[config.mk]
export PLATFORM = sky130hd
export DESIGN_NAME = sig_div_seq_flat
export DESIGN_NICKNAME = d
export VERILOG_FILES = /design/src/rtl/sig_div_seq_pkg.sv /design/src/rtl/sig_div_seq_if.sv /design/src/rtl/sig_div_seq_trial_sub.sv /design/src/rtl/sig_div_seq.sv /design/src/flat_wrapper.sv
export SDC_FILE = /design/constraint.sdc
export NUM_CORES = 1
export LEC_CHECK = 0
export BUFFER_PORTS_ARGS = -buffer_cell sky130_fd_sc_hd__clkbuf_2
export CAP_MARGIN = 20
export CORE_MARGIN = 5
export CORE_UTILIZATION = 31
export CTS_CLUSTER_SIZE = 25
export DETAILED_ROUTE_END_ITERATION = 10
export MAX_ROUTING_LAYER = met4
export SLEW_MARGIN = 20
export SYNTH_ARGS = -nofsm -noshare
export SYNTH_HDL_FRONTEND = slang
export SYNTH_SLANG_ARGS = --single-unit
[constraint.sdc]
create_clock -name clk -period 37.3 [get_ports clk]
set_input_delay 3.73 -clock clk [delete_from_list [all_inputs] [get_ports clk]]
set_output_delay 3.73 -clock clk [all_outputs]
set_load 0.1 [all_outputs]
[src/rtl/sig_div_seq_pkg.sv]
// Shared types and sizing helpers for the
// iterative significand divider.
package sig_div_seq_pkg;

  typedef enum logic [1:0] {
    IDLE,
    BUSY,
    DONE
  } div_state_t;

  localparam int N_DEF = 24;
  localparam int QW = N_DEF + 2;
  localparam int CW = $clog2(N_DEF + 2);

  function automatic int qw_of(int n);
    return n + 2;
  endfunction

  function automatic int cw_of(int n);
    return $clog2(n + 2);
  endfunction

endpackage

[src/rtl/sig_div_seq_if.sv]
// Operand/result handshake bundle for the
// significand divider.
interface sig_div_seq_if #(
  parameter int N = 24
) ();

  logic         in_valid;
  logic         in_ready;
  logic [N-1:0] a;
  logic [N-1:0] b;
  logic         out_valid;
  logic         out_ready;
  logic [N+1:0] q;
  logic         sticky;
  logic         dz;

  modport master (
    output in_valid,
    output a,
    output b,
    output out_ready,
    input  in_ready,
    input  out_valid,
    input  q,
    input  sticky,
    input  dz
  );

  modport slave (
    input  in_valid,
    input  a,
    input  b,
    input  out_ready,
    output in_ready,
    output out_valid,
    output q,
    output sticky,
    output dz
  );

endinterface

[src/rtl/sig_div_seq_trial_sub.sv]
// Trial subtractor x - y = x + ~y + 1 built on
// the same propagate/generate chain as the adder.
module trial_sub
  import sig_div_seq_pkg::*;
#(
  parameter int W = 25
) (
  input  logic [W-1:0] x_i,
  input  logic [W-1:0] y_i,
  output logic [W-1:0] diff_o,
  output logic         borrow_o
);

  logic [W-1:0] p;
  logic [W-1:0] g;
  logic [W:0]   c;

  // Ripple the carry through p/g; carry-in of 1
  // completes the two's-complement negation.
  always_comb begin
    p = x_i ^ ~y_i;
    g = x_i & ~y_i;
    c = '0;
    c[0] = 1'b1;
    for (int i = 0; i < W; i++) begin
      c[i+1] = g[i] | (p[i] & c[i]);
    end
    diff_o   = p ^ c[W-1:0];
    borrow_o = ~c[W];
  end

endmodule

[src/rtl/sig_div_seq.sv]
// Restoring significand divider: one quotient bit
// per cycle, N+2 bits plus sticky for the rounder.
module sig_div_seq
  import sig_div_seq_pkg::*;
#(
  parameter int N = 24
) (
  input  logic          clk,
  input  logic          rst,
  sig_div_seq_if.slave  io
);

  localparam int QWN = qw_of(N);
  localparam int CWN = cw_of(N);

  div_state_t     state_q;
  logic [N:0]     r_q;
  logic [N-1:0]   b_q;
  logic [QWN-1:0] q_q;
  logic [CWN-1:0] cnt_q;
  logic           sticky_q;
  logic           dz_q;
  logic           ov_q;

  logic [N:0]     t_diff;
  logic           t_brw;
  logic [N:0]     r_d;
  logic [QWN-1:0] q_d;

  // Remainder stays below 2*b, so an N+1-bit
  // subtract has the same borrow as the wide one.
  trial_sub #(
    .W (N + 1)
  ) u_sub (
    .x_i      (r_q),
    .y_i      ({1'b0, b_q}),
    .diff_o   (t_diff),
    .borrow_o (t_brw)
  );

  // Restore on borrow, retire the quotient bit.
  always_comb begin
    r_d = t_brw ? r_q : t_diff;
    q_d = {q_q[QWN-2:0], ~t_brw};
  end

  // Control FSM with registered result outputs.
  always_ff @(posedge clk) begin
    if (rst) begin
      state_q  <= IDLE;
      r_q      <= '0;
      b_q      <= '0;
      q_q      <= '0;
      cnt_q    <= '0;
      sticky_q <= 1'b0;
      dz_q     <= 1'b0;
      ov_q     <= 1'b0;
    end else begin
      unique case (state_q)
        IDLE: begin
          if (io.in_valid) begin
            if (io.b == '0) begin
              state_q  <= DONE;
              dz_q     <= 1'b1;
              q_q      <= '1;
              sticky_q <= 1'b0;
            end else begin
              state_q <= BUSY;
              b_q     <= io.b;
              r_q     <= {1'b0, io.a};
              q_q     <= '0;
              cnt_q   <= CWN'(N + 1);
            end
          end
        end
        BUSY: begin
          q_q <= q_d;
          if (cnt_q == '0) begin
            sticky_q <= (r_d != '0);
            ov_q     <= 1'b1;
            state_q  <= DONE;
          end else begin
            r_q   <= {r_d[N-1:0], 1'b0};
            cnt_q <= cnt_q - 1'b1;
          end
        end
        DONE: begin
          // Zero-divisor result raises valid one
          // cycle after it is captured.
          if (!ov_q) begin
            ov_q <= 1'b1;
          end else if (io.out_ready) begin
            ov_q    <= 1'b0;
            dz_q    <= 1'b0;
            state_q <= IDLE;
          end
        end
        default: begin
          state_q <= IDLE;
        end
      endcase
    end
  end

  assign io.in_ready  = (state_q == IDLE) && !rst;
  assign io.out_valid = ov_q;
  assign io.q         = q_q;
  assign io.sticky    = sticky_q;
  assign io.dz        = dz_q;

endmodule

[src/flat_wrapper.sv]
// flat-port wrapper written by rule: the top's interface ports become plain ports
module sig_div_seq_flat import sig_div_seq_pkg::*;
#(
  parameter int N = 24
)
  (clk, rst, io_in_valid, io_a, io_b, io_out_ready, io_in_ready, io_out_valid, io_q, io_sticky, io_dz);
  sig_div_seq_if #(.N(N)) io_i ();
  input  logic clk;
  input  logic rst;
  input wire logic [$bits(io_i.in_valid)-1:0] io_in_valid;
  input wire logic [$bits(io_i.a)-1:0] io_a;
  input wire logic [$bits(io_i.b)-1:0] io_b;
  input wire logic [$bits(io_i.out_ready)-1:0] io_out_ready;
  output wire logic [$bits(io_i.in_ready)-1:0] io_in_ready;
  output wire logic [$bits(io_i.out_valid)-1:0] io_out_valid;
  output wire logic [$bits(io_i.q)-1:0] io_q;
  output wire logic [$bits(io_i.sticky)-1:0] io_sticky;
  output wire logic [$bits(io_i.dz)-1:0] io_dz;
  assign io_i.in_valid = io_in_valid;
  assign io_i.a = io_a;
  assign io_i.b = io_b;
  assign io_i.out_ready = io_out_ready;
  assign io_in_ready = io_i.in_ready;
  assign io_out_valid = io_i.out_valid;
  assign io_q = io_i.q;
  assign io_sticky = io_i.sticky;
  assign io_dz = io_i.dz;
  sig_div_seq #(.N(N)) u_core (.clk(clk), .rst(rst), .io(io_i));
endmodule
# Word level (Yosys, flattened, before mapping)
# Index checks and enable logic that the tools add are counted.
[op_classes]
add_sub_neg = 1
multipliers = 0
div_mod_pow = 0
n_lt_le_gt_ge = 0
eq_ne = 9
shift = 0
mux = 31
n_bitwise = 54
n_reduce_logical = 16
[ops]
columns = ["op", "n"]
rows = [
  ["25-bit two-way mux", 4],
  ["26-bit two-way mux", 2],
  ["26-bit one-hot mux with 2 select lines", 1],
  ["25-bit one-hot mux with 2 select lines", 1],
  ["25-bit bitwise XOR", 2],
  ["25-bit bitwise AND", 1],
  ["24-bit inverter with 25-bit output", 1],
  ["1-bit bitwise OR", 25],
  ["25-bit nonzero test", 1],
  ["1-bit bitwise AND", 24],
  ["24-bit zero test", 1],
  ["5-bit two-way mux", 3],
  ["4-bit AND reduction", 3],
  ["1-bit two-way mux", 10],
  ["2-bit two-way mux", 5],
  ["5-bit one-hot mux with 2 select lines", 1],
  ["2-bit != test, second input constant", 4],
  ["2-bit by 1-bit != test with 1-bit output, second input constant", 3],
  ["1-bit one-hot mux with 2 select lines", 3],
  ["2-bit one-hot mux with 3 select lines", 1],
  ["2-bit nonzero test", 3],
  ["5-bit zero test", 1],
  ["5-bit AND reduction", 1],
  ["5-bit by 1-bit subtractor with 5-bit output, second input constant", 1],
  ["8 further kinds", 9],
]
[word_totals]
register_bits = 85
latch_bits = 0
ramBits = 0
romBits = 0
input_bits = 52
out_inout_bits = 30
word_cells = 119
memories = 0

# Logic depth before layout (Yosys ltp)
# Gate-level depths: netlist (run 1).
[logic_depth]
word_depth = 55
depth_mapped = 35
ltp_nobuf = 33

# By module
# A second synthesis (run 1) with hierarchy kept.
[hier_totals]
hier_cells = 555
area_unflattened_um2 = 4642.0
[modules_own_cells]
columns = ["module", "n_inst", "cells_per_inst", "area_each_um2", "seq_area_each_um2"]
rows = [
  ["sig_div_seq", 1, 480, 3961.3, 1701.6],
  ["trial_sub", 1, 75, 680.7, 0.0],
]

# Worst setup path after synthesis (run 1)
# Ideal clock, no wire load.
[synth_timing]
path_kind = "register -> register"
startpoint = "reg u_core.r_q[0]"
endpoint = "reg u_core.sticky_q, in the netlist u_core.io.sticky"
setup_time_ns = 0.125
t_arrival_ns = 11.575
required_time_ns = 37.175
slack_ns = 25.600
stages_incl_launch_ff = 35
path_buffers = 2
synth_period_minus_slack_ns = 11.700
cell_sequence = "dfxtp_1 inv_1 ha_1 inv_1 fa_1 inv_1 fa_1 fa_1 fa_1 fa_1 fa_1 fa_1 fa_1 fa_1 fa_1 fa_1 fa_1 fa_1 fa_1 fa_1 fa_1 fa_1 fa_1 fa_1 fa_1 fa_1 fa_1 inv_1 fa_1 or2_1 clkbuf_1 clkbuf_1 a31oi_1 nor4_1 a21oi_1"
[synth_between]
elab_chain_cells = 54
word_cells_on_any_way = 56
cone_classes = "mux: 3; bitwise: 52; reduce/logical: 1"
[synth_rtl]
columns = ["item", "line", "text"]
rows = [
  ["start, declared", "sig_div_seq.sv:17", "logic [N:0] r_q;"],
  ["start signal, assigned", "sig_div_seq.sv:70", "r_q <= {1'b0, io.a};"],
  ["start signal, assigned", "sig_div_seq.sv:83", "r_q <= {r_d[N-1:0], 1'b0};"],
  ["25-bit bitwise AND or 25-bit bitwise XOR (tied branches)", "sig_div_seq_trial_sub.sv:22, sig_div_seq_trial_sub.sv:21", ""],
  ["1-bit bitwise OR", "sig_div_seq_trial_sub.sv:26", "c[i+1] = g[i] | (p[i] & c[i]);"],
  ["1-bit bitwise AND", "sig_div_seq_trial_sub.sv:26", ""],
  ["1-bit bitwise OR", "sig_div_seq_trial_sub.sv:26", ""],
  ["1-bit bitwise AND", "sig_div_seq_trial_sub.sv:26", ""],
  ["1-bit bitwise OR", "sig_div_seq_trial_sub.sv:26", ""],
  ["1-bit bitwise AND", "sig_div_seq_trial_sub.sv:26", ""],
  ["1-bit bitwise OR", "sig_div_seq_trial_sub.sv:26", ""],
  ["(+38 left out)", "--", ""],
  ["1-bit bitwise AND", "sig_div_seq_trial_sub.sv:26", ""],
  ["1-bit bitwise OR", "sig_div_seq_trial_sub.sv:26", ""],
  ["1-bit bitwise AND", "sig_div_seq_trial_sub.sv:26", ""],
  ["1-bit bitwise OR", "sig_div_seq_trial_sub.sv:26", ""],
  ["25-bit two-way mux (*)", "sig_div_seq.sv:43", "r_d = t_brw ? r_q : t_diff;"],
  ["25-bit nonzero test (*)", "sig_div_seq.sv:79", "sticky_q <= (r_d != '0);"],
  ["1-bit two-way mux (*)", "sig_div_seq.sv:78", "if (cnt_q == '0) begin"],
  ["1-bit one-hot mux with 2 select lines (*)", "sig_div_seq.sv:59", "unique case (state_q)"],
  ["end signal, assigned", "sig_div_seq.sv:79", ""],
  ["end, declared", "sig_div_seq.sv:21", "logic sticky_q;"],
]
# Every way passes the cells marked *; elsewhere a longest branch is shown, timed or not. The select of a mux whose other input is x is not followed.
# A chain may end at the register's enable or synchronous reset.

# Worst setup path in the final report (run 1)
[layout_timing]
startpoint = "reg u_core.r_q[0]"
endpoint = "reg u_core.r_q[6]"
[layout_between]
elab_chain_cells = 53
word_cells_on_any_way = 55
cone_classes = "mux: 3; bitwise: 52"
[layout_rtl]
columns = ["item", "line"]
rows = [
  ["25-bit bitwise AND or 25-bit bitwise XOR (tied branches)", "sig_div_seq_trial_sub.sv:22, sig_div_seq_trial_sub.sv:21"],
  ["1-bit bitwise OR (*)", "sig_div_seq_trial_sub.sv:26"],
  ["1-bit bitwise AND (*)", "sig_div_seq_trial_sub.sv:26"],
  ["1-bit bitwise OR (*)", "sig_div_seq_trial_sub.sv:26"],
  ["1-bit bitwise AND (*)", "sig_div_seq_trial_sub.sv:26"],
  ["1-bit bitwise OR (*)", "sig_div_seq_trial_sub.sv:26"],
  ["1-bit bitwise AND (*)", "sig_div_seq_trial_sub.sv:26"],
  ["1-bit bitwise OR (*)", "sig_div_seq_trial_sub.sv:26"],
  ["(+37 left out)", "--"],
  ["1-bit bitwise OR", "sig_div_seq_trial_sub.sv:26"],
  ["1-bit bitwise AND", "sig_div_seq_trial_sub.sv:26"],
  ["1-bit bitwise OR", "sig_div_seq_trial_sub.sv:26"],
  ["1-bit bitwise AND", "sig_div_seq_trial_sub.sv:26"],
  ["1-bit bitwise OR", "sig_div_seq_trial_sub.sv:26"],
  ["25-bit two-way mux (*)", "sig_div_seq.sv:43"],
  ["25-bit two-way mux (*)", "sig_div_seq.sv:78"],
  ["25-bit one-hot mux with 2 select lines (*)", "sig_div_seq.sv:59"],
]
# Marks and branches as above.

==> results of run 1 <==
-- Yosys cell counts (4+ instances only) --
cell and n:
nor2_1 90, dfxtp_1 85, a211oi_1 67, nand2_1 35, clkbuf_1 31, inv_1 31
mux2i_1 27, fa_1 23, a211oi_2 20, a21oi_1 13, buf_2 8, nor4_1 8
nor3_1 7, nand4_1 5, nor4_2 4
-- power breakdown --
group,switching (W),internal [W]
logic,0.0000927,0.0000457
registers,0.0000128,0.000104
clock network,0.0000357,0.0000621
total,0.000141,0.000212
-- state kept, by name, summed over array words and instances, names as in the netlist --
signal               count
u_core.b_q              24
u_core.cnt_q             5
u_core.io.dz             1
u_core.io.out_valid      1
u_core.io.q             26
u_core.io.sticky         1
u_core.r_q              25
u_core.state_q           2
-- final timing paths --
| path | from | end | slack, ps | cells past startpoint |
|---|---|---|---|---|
| setup / recovery | u_core.r_q[0]$_SDFFE_PP0P_ | u_core.r_q[6]$_SDFFE_PP0P_ | 24790 | 34 |
| hold / removal | u_core.io.dz$_SDFFE_PP0P_ | u_core.io.dz$_SDFFE_PP0P_ | 470 | 1 |
| setup reg to reg | u_core.r_q[0]$_SDFFE_PP0P_ | u_core.r_q[6]$_SDFFE_PP0P_ | 24790 | 34 |
| hold reg to reg | u_core.io.dz$_SDFFE_PP0P_ | u_core.io.dz$_SDFFE_PP0P_ | 470 | 1 |
-- logic make-up (layout without fill, tap and decap cells) --
logic type / Yosys count / after routing / synth area share [%]
and+or+nand+nor: 164 / 164 / 16.57
AOI/OAI and AO/OA: 120 / 120 / 21.77
DFF: 85 / 85 / 37.67
buffers and inverters: 73 / 133 / 6.787
muxes: 27 / 27 / 5.983
adders and majority gates: 26 / 26 / 11.02
xor gates and xnor gates: 1 / 1 / 0.1939
-- critical path, delay by kind of cell (launching register included) --
kind            cells  cell delay, ps
compound gates      2             460
fa+ha+maj          24           10210
buf+inv             5             690
flops               1             380
simple gates        3             680
-- stage by stage --
| stage | instance area (µm²) | cells | hold WS, ps | setup WS [ps] |
|---|---|---|---|---|
| 3_5_place_dp | 5000 | 724 | 461.0 | 24710 |
| 3_3_place_gp | 5000 | 724 | 462.5 | 24880 |
| 4_1_cts | 5326 | 740 | 475.2 | 24680 |
| 2_1_floorplan | 4517 | 496 | 459.3 | 25600 |
| 5_1_grt | 5328 | 740 | 488.2 | 24020 |
| 6_report | 5328 | 740 | 466.1 | 24790 |
-- metal layers --
metal / GRT usage [%] / vias to the layer above / share of wire (%)
met5: - / - / 0
met4: 4.779 / 0 / 1.6
met3: 3.821 / 11 / 6.6
met2: 22.73 / 99 / 47
met1: 18.24 / 1810 / 45
li1: - / 1851 / -
-- cell type report --
class                           count  area share [%]
Sequential cell                    85           31.96
Tap cell                          184           4.321
Multi-Input combinational cell    338           47.09
Inverter                           31           2.184
Clock buffer                       12           4.814
Timing Repair Buffer               86           8.314
Clock inverter                      4           1.315
==> results_dict.tcl, run 1 <==
set metrics [dict create \
    fill_cells 1479 \
    start_util_pct 31.32 \
    yosys.area.top_type "dfxtp_1" \
    ant_nets 0 \
    antenna_found_initial 0 \
    cts_num_sinks 85 \
    diodes 0 \
    clock_path_buffers 2 \
    cp_common_cell "fa_1" \
    fin_tns_setup_ps 0 \
    ctsHoldBuffers 0 \
    nets 629 \
    die_w_um 130.7 \
    worstMarginPinSlew_ps 1041 \
    rsz0062_at_grt "false" \
    routedWlPerCell_um 15.55 \
    rows 44 \
    numCtsBuffers 9 \
    syn_nets 574 \
    cp-start-kind "register" \
    power_w 0.0003527 \
    drive_gt1_share_pct 23.74 \
    syn_area_mm2 0.004517 \
    grt_first_pass_wirelength_mm 18.78 \
    htree_levels 3 \
    fmax_mhz 79.92 \
    ioPinCount 82 \
    finalSetupViolations 0 \
    netlist_instances 496 \
    p_per_area_mw_per_mm2 66.20 \
    place_hpwl_mm 8.384 \
    fin_crit_ps 12510 \
    final_max_slew_viol_count 0 \
    ys_top_cells_by_area "dfxtp_1, a211oi_1, fa_1, nor2_1, mux2i_1" \
    io_buffer_count 81 \
    final_cell_mix "nor2_1, dfxtp_1, clkbuf_2" \
    syn_avg_cell_area_um2 9.107 \
    cts_root_buf "clkbuf_16" \
    async_flop_share_pct 0 \
    routed_via_density 5.096 \
    clk_pin_slew_ps 60 \
    p_leak_nw 2.088 \
    critical_path_class "register to register" \
    hold_class "register to register" \
    die-area_mm2 0.01709 \
    multiInputGateArea_mm2 0.002509 \
    gr-total-overflow 0 \
    status "finished, final reports clean" \
    cp-end-kind "register" \
    max_slew_margin_pct 30.58 \
    die_height_um 130.7 \
    drt-initial-drc-count 214 \
    clock_latency_ps 340 \
    period_share_pct 33.54 \
    skew_ps 4.269 \
    maxCapViolCount 0 \
    area_delta_synth_final_pct 17.95 \
    irDropWorstVdd_v 0.00003208 \
    postLayoutCoreUtil_pct 36.94 \
    grt_usage_pct 14.49 \
    seq_area_mm2 0.001703 \
    grt_max_degree 86 \
    crit_required_ps 37540 \
    synth_edf_count 0 \
    ys_warn_count 0 \
    drc 0 \
    cts_tree "yes" \
    cp_slowest_cell "or2_1" \
    final_common_cell "nor2_1" \
    yosysTopAreaCellShare_pct 37.67 \
    cts_resized 0 \
    seq_area_frac_synth_pct 37.67 \
    core_mm2 0.01442 \
    synthDistinctLibCells 44 \
    post-cts-setup-buffers 0 \
    synth_top_flop_cell "dfxtp_1" \
    path_max_fanout 30 \
    wl_mm 11.51 \
    gp_congestion 0.8360 \
    synth-seq-cells 85 \
    grt_pass1_vias 3722 \
    hold_viol_final 0 \
    worstPathArrival_ps 12760 \
    max_stage_delay_ps 530 \
    vias 3771 \
    dr.pass1.iters 4 \
]
No activity file was read; power rests on OpenSTA's default activity.
==> inputs of run 2 (changes only) <==
- clock period: 37.3 -> 10.36 ns (I/O delays scaled with it)
==> results_dict.tcl, run 2 (same netlist as run 1, synthesis figures left out) <==
set metrics [dict create \
    maxCapViolCount 0 \
    rr_worst_depth 35 \
    routed_via_density 5.078 \
    final_cell_mix "nor2_1, dfxtp_1, clkbuf_2" \
    cp_top_family "adder cells" \
    multiInputGateArea_mm2 0.002585 \
    r2r_slack_ps 390 \
    clock_path_buffers 2 \
    dr.pass1.iters 4 \
    place_area_mm2 0.005117 \
    antenna_found_initial 0 \
    cts_num_sinks 85 \
    die_w_um 130.7 \
    die_height_um 130.7 \
    drt-initial-drc-count 299 \
    p_per_area_mw_per_mm2 235.1 \
    worstPathArrival_ps 10210 \
    cts_root_buf "clkbuf_16" \
    rsz0062_at_grt "false" \
    max_stage_delay_ps 430 \
    grt_max_degree 85 \
    drive_gt1_share_pct 29.79 \
    max_slew_margin_pct 30.11 \
    vias 3798 \
    path_max_fanout 9 \
    gr-total-overflow 0 \
    die-area_mm2 0.01709 \
    grt_usage_pct 15.32 \
    ant_nets 0 \
    io_buffer_count 81 \
    period_share_pct 96.23 \
    nets 637 \
    fill_cells 1479 \
    r2r-start "u_core.r_q[0]$_SDFFE_PP0P_" \
    numCtsBuffers 9 \
    critical_path_class "register to register" \
    rows 44 \
    irDropWorstVdd_v 0.00009731 \
    status "finished, final reports clean" \
    diodes 0 \
    cp-endpoint "u_core.r_q[15]$_SDFFE_PP0P_" \
    crit_path_start "u_core.r_q[0]$_SDFFE_PP0P_" \
    clk_pin_slew_ps 60 \
    grt_first_pass_wirelength_mm 19.93 \
    wl_mm 12.31 \
    largest_register_ffs 26 \
    start_util_pct 31.32 \
    clock_latency_ps 340 \
    cts_tree "yes" \
    fmax_mhz 100.3 \
    cp_slowest_cell "fa_1" \
    worstMarginPinSlew_ps 1048 \
    cp-start-kind "register" \
    final_max_slew_viol_count 0 \
    drc 0 \
    htree_levels 3 \
    finalSetupViolations 0 \
    routedWlPerCell_um 16.45 \
    critPathBufInv 6 \
    hold_class "register to register" \
    setup_ws_ps 390.5 \
    finalInstanceArea_mm2 0.005446 \
    gp_congestion 0.8392 \
    fin_crit_ps 9970 \
    p_leak_nw 2.100 \
    grt_pass1_vias 3910 \
    path_depth 35 \
    cp-end-kind "register" \
    hold_viol_final 0 \
    skew_ps 5.252 \
    core_mm2 0.01442 \
    final_common_cell "nor2_1" \
    cp_common_cell "fa_2" \
    place_hpwl_mm 8.955 \
    ioPinCount 82 \
    dp_slack_ps -343.9 \
    area_delta_synth_final_pct 20.58 \
    r2r_end "u_core.r_q[15]$_SDFFE_PP0P_" \
    crit_required_ps 10600 \
    seq_area_mm2 0.001704 \
]
[run 2: cell count changes in the layout (fill, tap and decap cells not counted), sizes merged]
cell | before | now
clkinvlp | 0 | 1
clkinv | 2 | 3
bufinv | 2 | 0
buf | 6 | 14
[run 2: power breakdown]
group	internal [W]	total, W	switching [W]
clock network	0.000174	0.000304	0.000130
logic	0.000203	0.000555	0.000352
registers	0.000374	0.000421	0.0000473
[run 2: per-layer routing]
layer	GRT usage [%]	vias to the layer above	routed length, µm
met1	19.13	1806	5552
met2	25.04	103	5895
met4	3.993	0	138
li1	-	1875	-
met3	3.618	14	720
met5	-	-	0
[run 2: worst min-delay path by stage]
stage                                            start                      endpoint  slack [ps]  cells after the start
after global routing         u_core.io.dz$_SDFFE_PP0P_     u_core.io.dz$_SDFFE_PP0P_         510                      1
after global placement    u_core.io.q[24]$_SDFFE_PP0P_  u_core.io.q[25]$_SDFFE_PP0P_         480                      2
after CTS                    u_core.io.dz$_SDFFE_PP0P_     u_core.io.dz$_SDFFE_PP0P_         480                      1
after detailed placement     u_core.io.dz$_SDFFE_PP0P_     u_core.io.dz$_SDFFE_PP0P_         460                      1
final                        u_core.io.dz$_SDFFE_PP0P_     u_core.io.dz$_SDFFE_PP0P_         470                      1
after floorplan             u_core.r_q[2]$_SDFFE_PP0P_    u_core.r_q[2]$_SDFFE_PP0P_         460                      2
[run 2: cell type report]
| type | count | share of cell area, % |
|---|---|---|
| multi-input combinational | 338 | 47.46 |
| clock inverter | 4 | 0.4135 |
| clock buffer | 12 | 4.709 |
| tap | 184 | 4.227 |
| sequential | 85 | 31.29 |
| inverter | 31 | 2.136 |
| timing repair buffer | 94 | 9.763 |
[run 2: per-stage QoR]
| stage | power (W) | instances | hold slack (ps) | setup TNS (ps) | utilization, % |
|---|---|---|---|---|---|
| finish | 0.001281 | 748 | 466.3 | 0 | 37.76 |
| global route | 0.001365 | 748 | 514.0 | 0 | 37.76 |
| CTS | 0.001285 | 747 | 475.5 | 0 | 37.59 |
| detailed placement | 0.0009657 | 731 | 461.3 | -6035 | 35.48 |
| global placement | 0.0009530 | 731 | 475.1 | -3371 | 35.48 |
| floorplan | 0.0008504 | 496 | 459.3 | 0 | - |
[run 2: what timing repair did]
item | 4_1_cts | 5_1_grt
hold buffers | 0 | 0
endpoints found under the setup margin | 26 | 25
pin swaps | 11 | 20
setup buffers | 0 | 1
resized for setup | 7 | 4
==> inputs of run 3 (changes only) <==
- CAP_MARGIN: 20 -> 40
- CORE_UTILIZATION: 31 -> 45
- PLACE_DENSITY: unset -> 0.69
==> results_dict.tcl, run 3 (same netlist as run 1, synthesis figures left out) <==
set metrics [dict create \
    die_height_um 110.2 \
    wl_mm 11.39 \
    routed_via_density 5.491 \
    irDropWorstVdd_v 0.00009732 \
    globalRouteMet2Util_pct 31.80 \
    diodes 0 \
    p_leak_nw 2.125 \
    fill_cells 914 \
    die_w_um 110.2 \
    worstMarginPinSlew_ps 746.6 \
    critical_path_class "register to register" \
    rsz0062_at_grt "false" \
    numCtsBuffers 9 \
    drc 0 \
    crit_required_ps 10640 \
    nets 643 \
    area_delta_synth_final_pct 20.61 \
    grt_pass1_vias 3675 \
    path_max_fanout 6 \
    cp-start-kind "register" \
    finalSetupViolations 0 \
    place_hpwl_mm 8.385 \
    p_per_area_mw_per_mm2 228.9 \
    max_stage_delay_ps 420 \
    ant_nets 0 \
    gr-total-overflow 0 \
    gp_congestion 0.8718 \
    largest_register_ffs 26 \
    postLayoutCoreUtil_pct 55.73 \
    io_buffer_count 81 \
    routedWlPerCell_um 16.20 \
    clk_pin_slew_ps 100 \
    maxCapViolCount 0 \
    max_slew_margin_pct 50.13 \
    status "finished, final reports clean" \
    grt_use_met3_pct 3.436 \
    grt_usage_pct 19.97 \
    final_common_cell "nor2_1" \
    final_max_slew_viol_count 0 \
    dr.pass1.iters 5 \
    skew_ps 14.93 \
    final_cells 703 \
    hold_viol_final 0 \
    hold_class "register to register" \
    power_w 0.001247 \
    vias 3860 \
    worstPathArrival_ps 10330 \
    ioPinCount 82 \
    clock_path_buffers 2 \
    antenna_found_initial 0 \
    die-area_mm2 0.01214 \
    cp-end-kind "register" \
    grt_max_degree 48 \
    cp_common_cell "fa_2" \
    period_share_pct 96.96 \
    htree_levels 3 \
    fmax_mhz 99.55 \
    grt_first_pass_wirelength_mm 18.19 \
    start_util_pct 46.21 \
    cp_slowest_cell "fa_2" \
    dp_cells 684 \
    core_mm2 0.009774 \
    fin_crit_ps 10050 \
    clock_latency_ps 370 \
    final_cell_mix "nor2_1, dfxtp_1, clkbuf_2" \
    cts_root_buf "clkbuf_8" \
    top_usage_layer "met2" \
    cts_num_sinks 85 \
    drt-initial-drc-count 173 \
    setup_ws_ps 314.6 \
    met1_usage_pct 25.26 \
    rows 36 \
    drive_gt1_share_pct 31.58 \
    cts_tree "yes" \
    dp_slack_ps -417.3 \
]
[run 3: cell types whose count changed in the layout (fill, tap and decap cells not counted), moves of 2 or more]
cell / change
clkbuf_16: -8
clkbuf_8: +7
clkinv_2: -3
clkinv_4: +3
inv_8: +3
a211oi_1: -2
a211oi_2: +2
a21oi_1: -2
a21oi_2: +2
buf_16: +2
buf_4: +2
[run 3: power by group]
part	internal (W)	total [W]	switching (W)
logic	0.000229	0.000597	0.000368
clock network	0.0000954	0.000235	0.000139
registers	0.000373	0.000416	0.0000427
total	0.000697	0.00125	0.000550
[run 3: per-stage QoR]
step	hold slack (ps)	instance area, µm²	setup TNS [ps]
6_report	473.7	5448	0
5_1_grt	506.8	5448	0
4_1_cts	474.3	5401	0
3_5_place_dp	466.6	5124	-8090
3_3_place_gp	458.3	5061	-3686
2_1_floorplan	459.3	4623	0
[run 3: final cells by class]
type                            instances  area [µm²]  area share, %
Multi-Input combinational cell        338        2611          47.93
Sequential cell                        85        1703          31.26
Timing Repair Buffer                  100       650.6          11.94
Tap cell                              133       166.4          3.055
Clock buffer                            9       123.9          2.274
Inverter                               31       116.4          2.136
Clock inverter                          7       76.32          1.401
[run 3: timing repair]
action / 4_1_cts / 5_1_grt
hold buffers: 0 / 0
cloned: 1 / 1
pin swaps: 13 / 23
resized for setup: 10 / 7
buffers inserted: 0 / 1
setup endpoints to repair: 26 / 26
[run 3: path summary, 6_finish.rpt]
path	startpoint	to	slack (ps)	cells past startpoint
worst max register to register	u_core.r_q[0]$_SDFFE_PP0P_	u_core.r_q[18]$_SDFFE_PP0P_	310	34
worst min register to register	u_core.io.q[3]$_SDFFE_PP0P_	u_core.io.q[4]$_SDFFE_PP0P_	470	2
worst max-delay path	u_core.r_q[0]$_SDFFE_PP0P_	u_core.r_q[18]$_SDFFE_PP0P_	310	34
worst min-delay path	u_core.io.q[3]$_SDFFE_PP0P_	u_core.io.q[4]$_SDFFE_PP0P_	470	2
[run 3: metal layers]
metal | up-vias | part of all wire, %
met5 | - | 0
met4 | 0 | 2.5
met3 | 23 | 5.1
met2 | 116 | 47
met1 | 1834 | 45
li1 | 1887 | -
[run 3: critical path: cells and delay by family, from the launching register on]
kind / cells / cell delay, ps
AO/OA/AOI/OAI: 3 / 500
buffers and inverters: 5 / 410
adder cells (fa/ha/maj): 24 / 8440
AND/OR/NAND/NOR: 2 / 230
flip-flops: 1 / 340
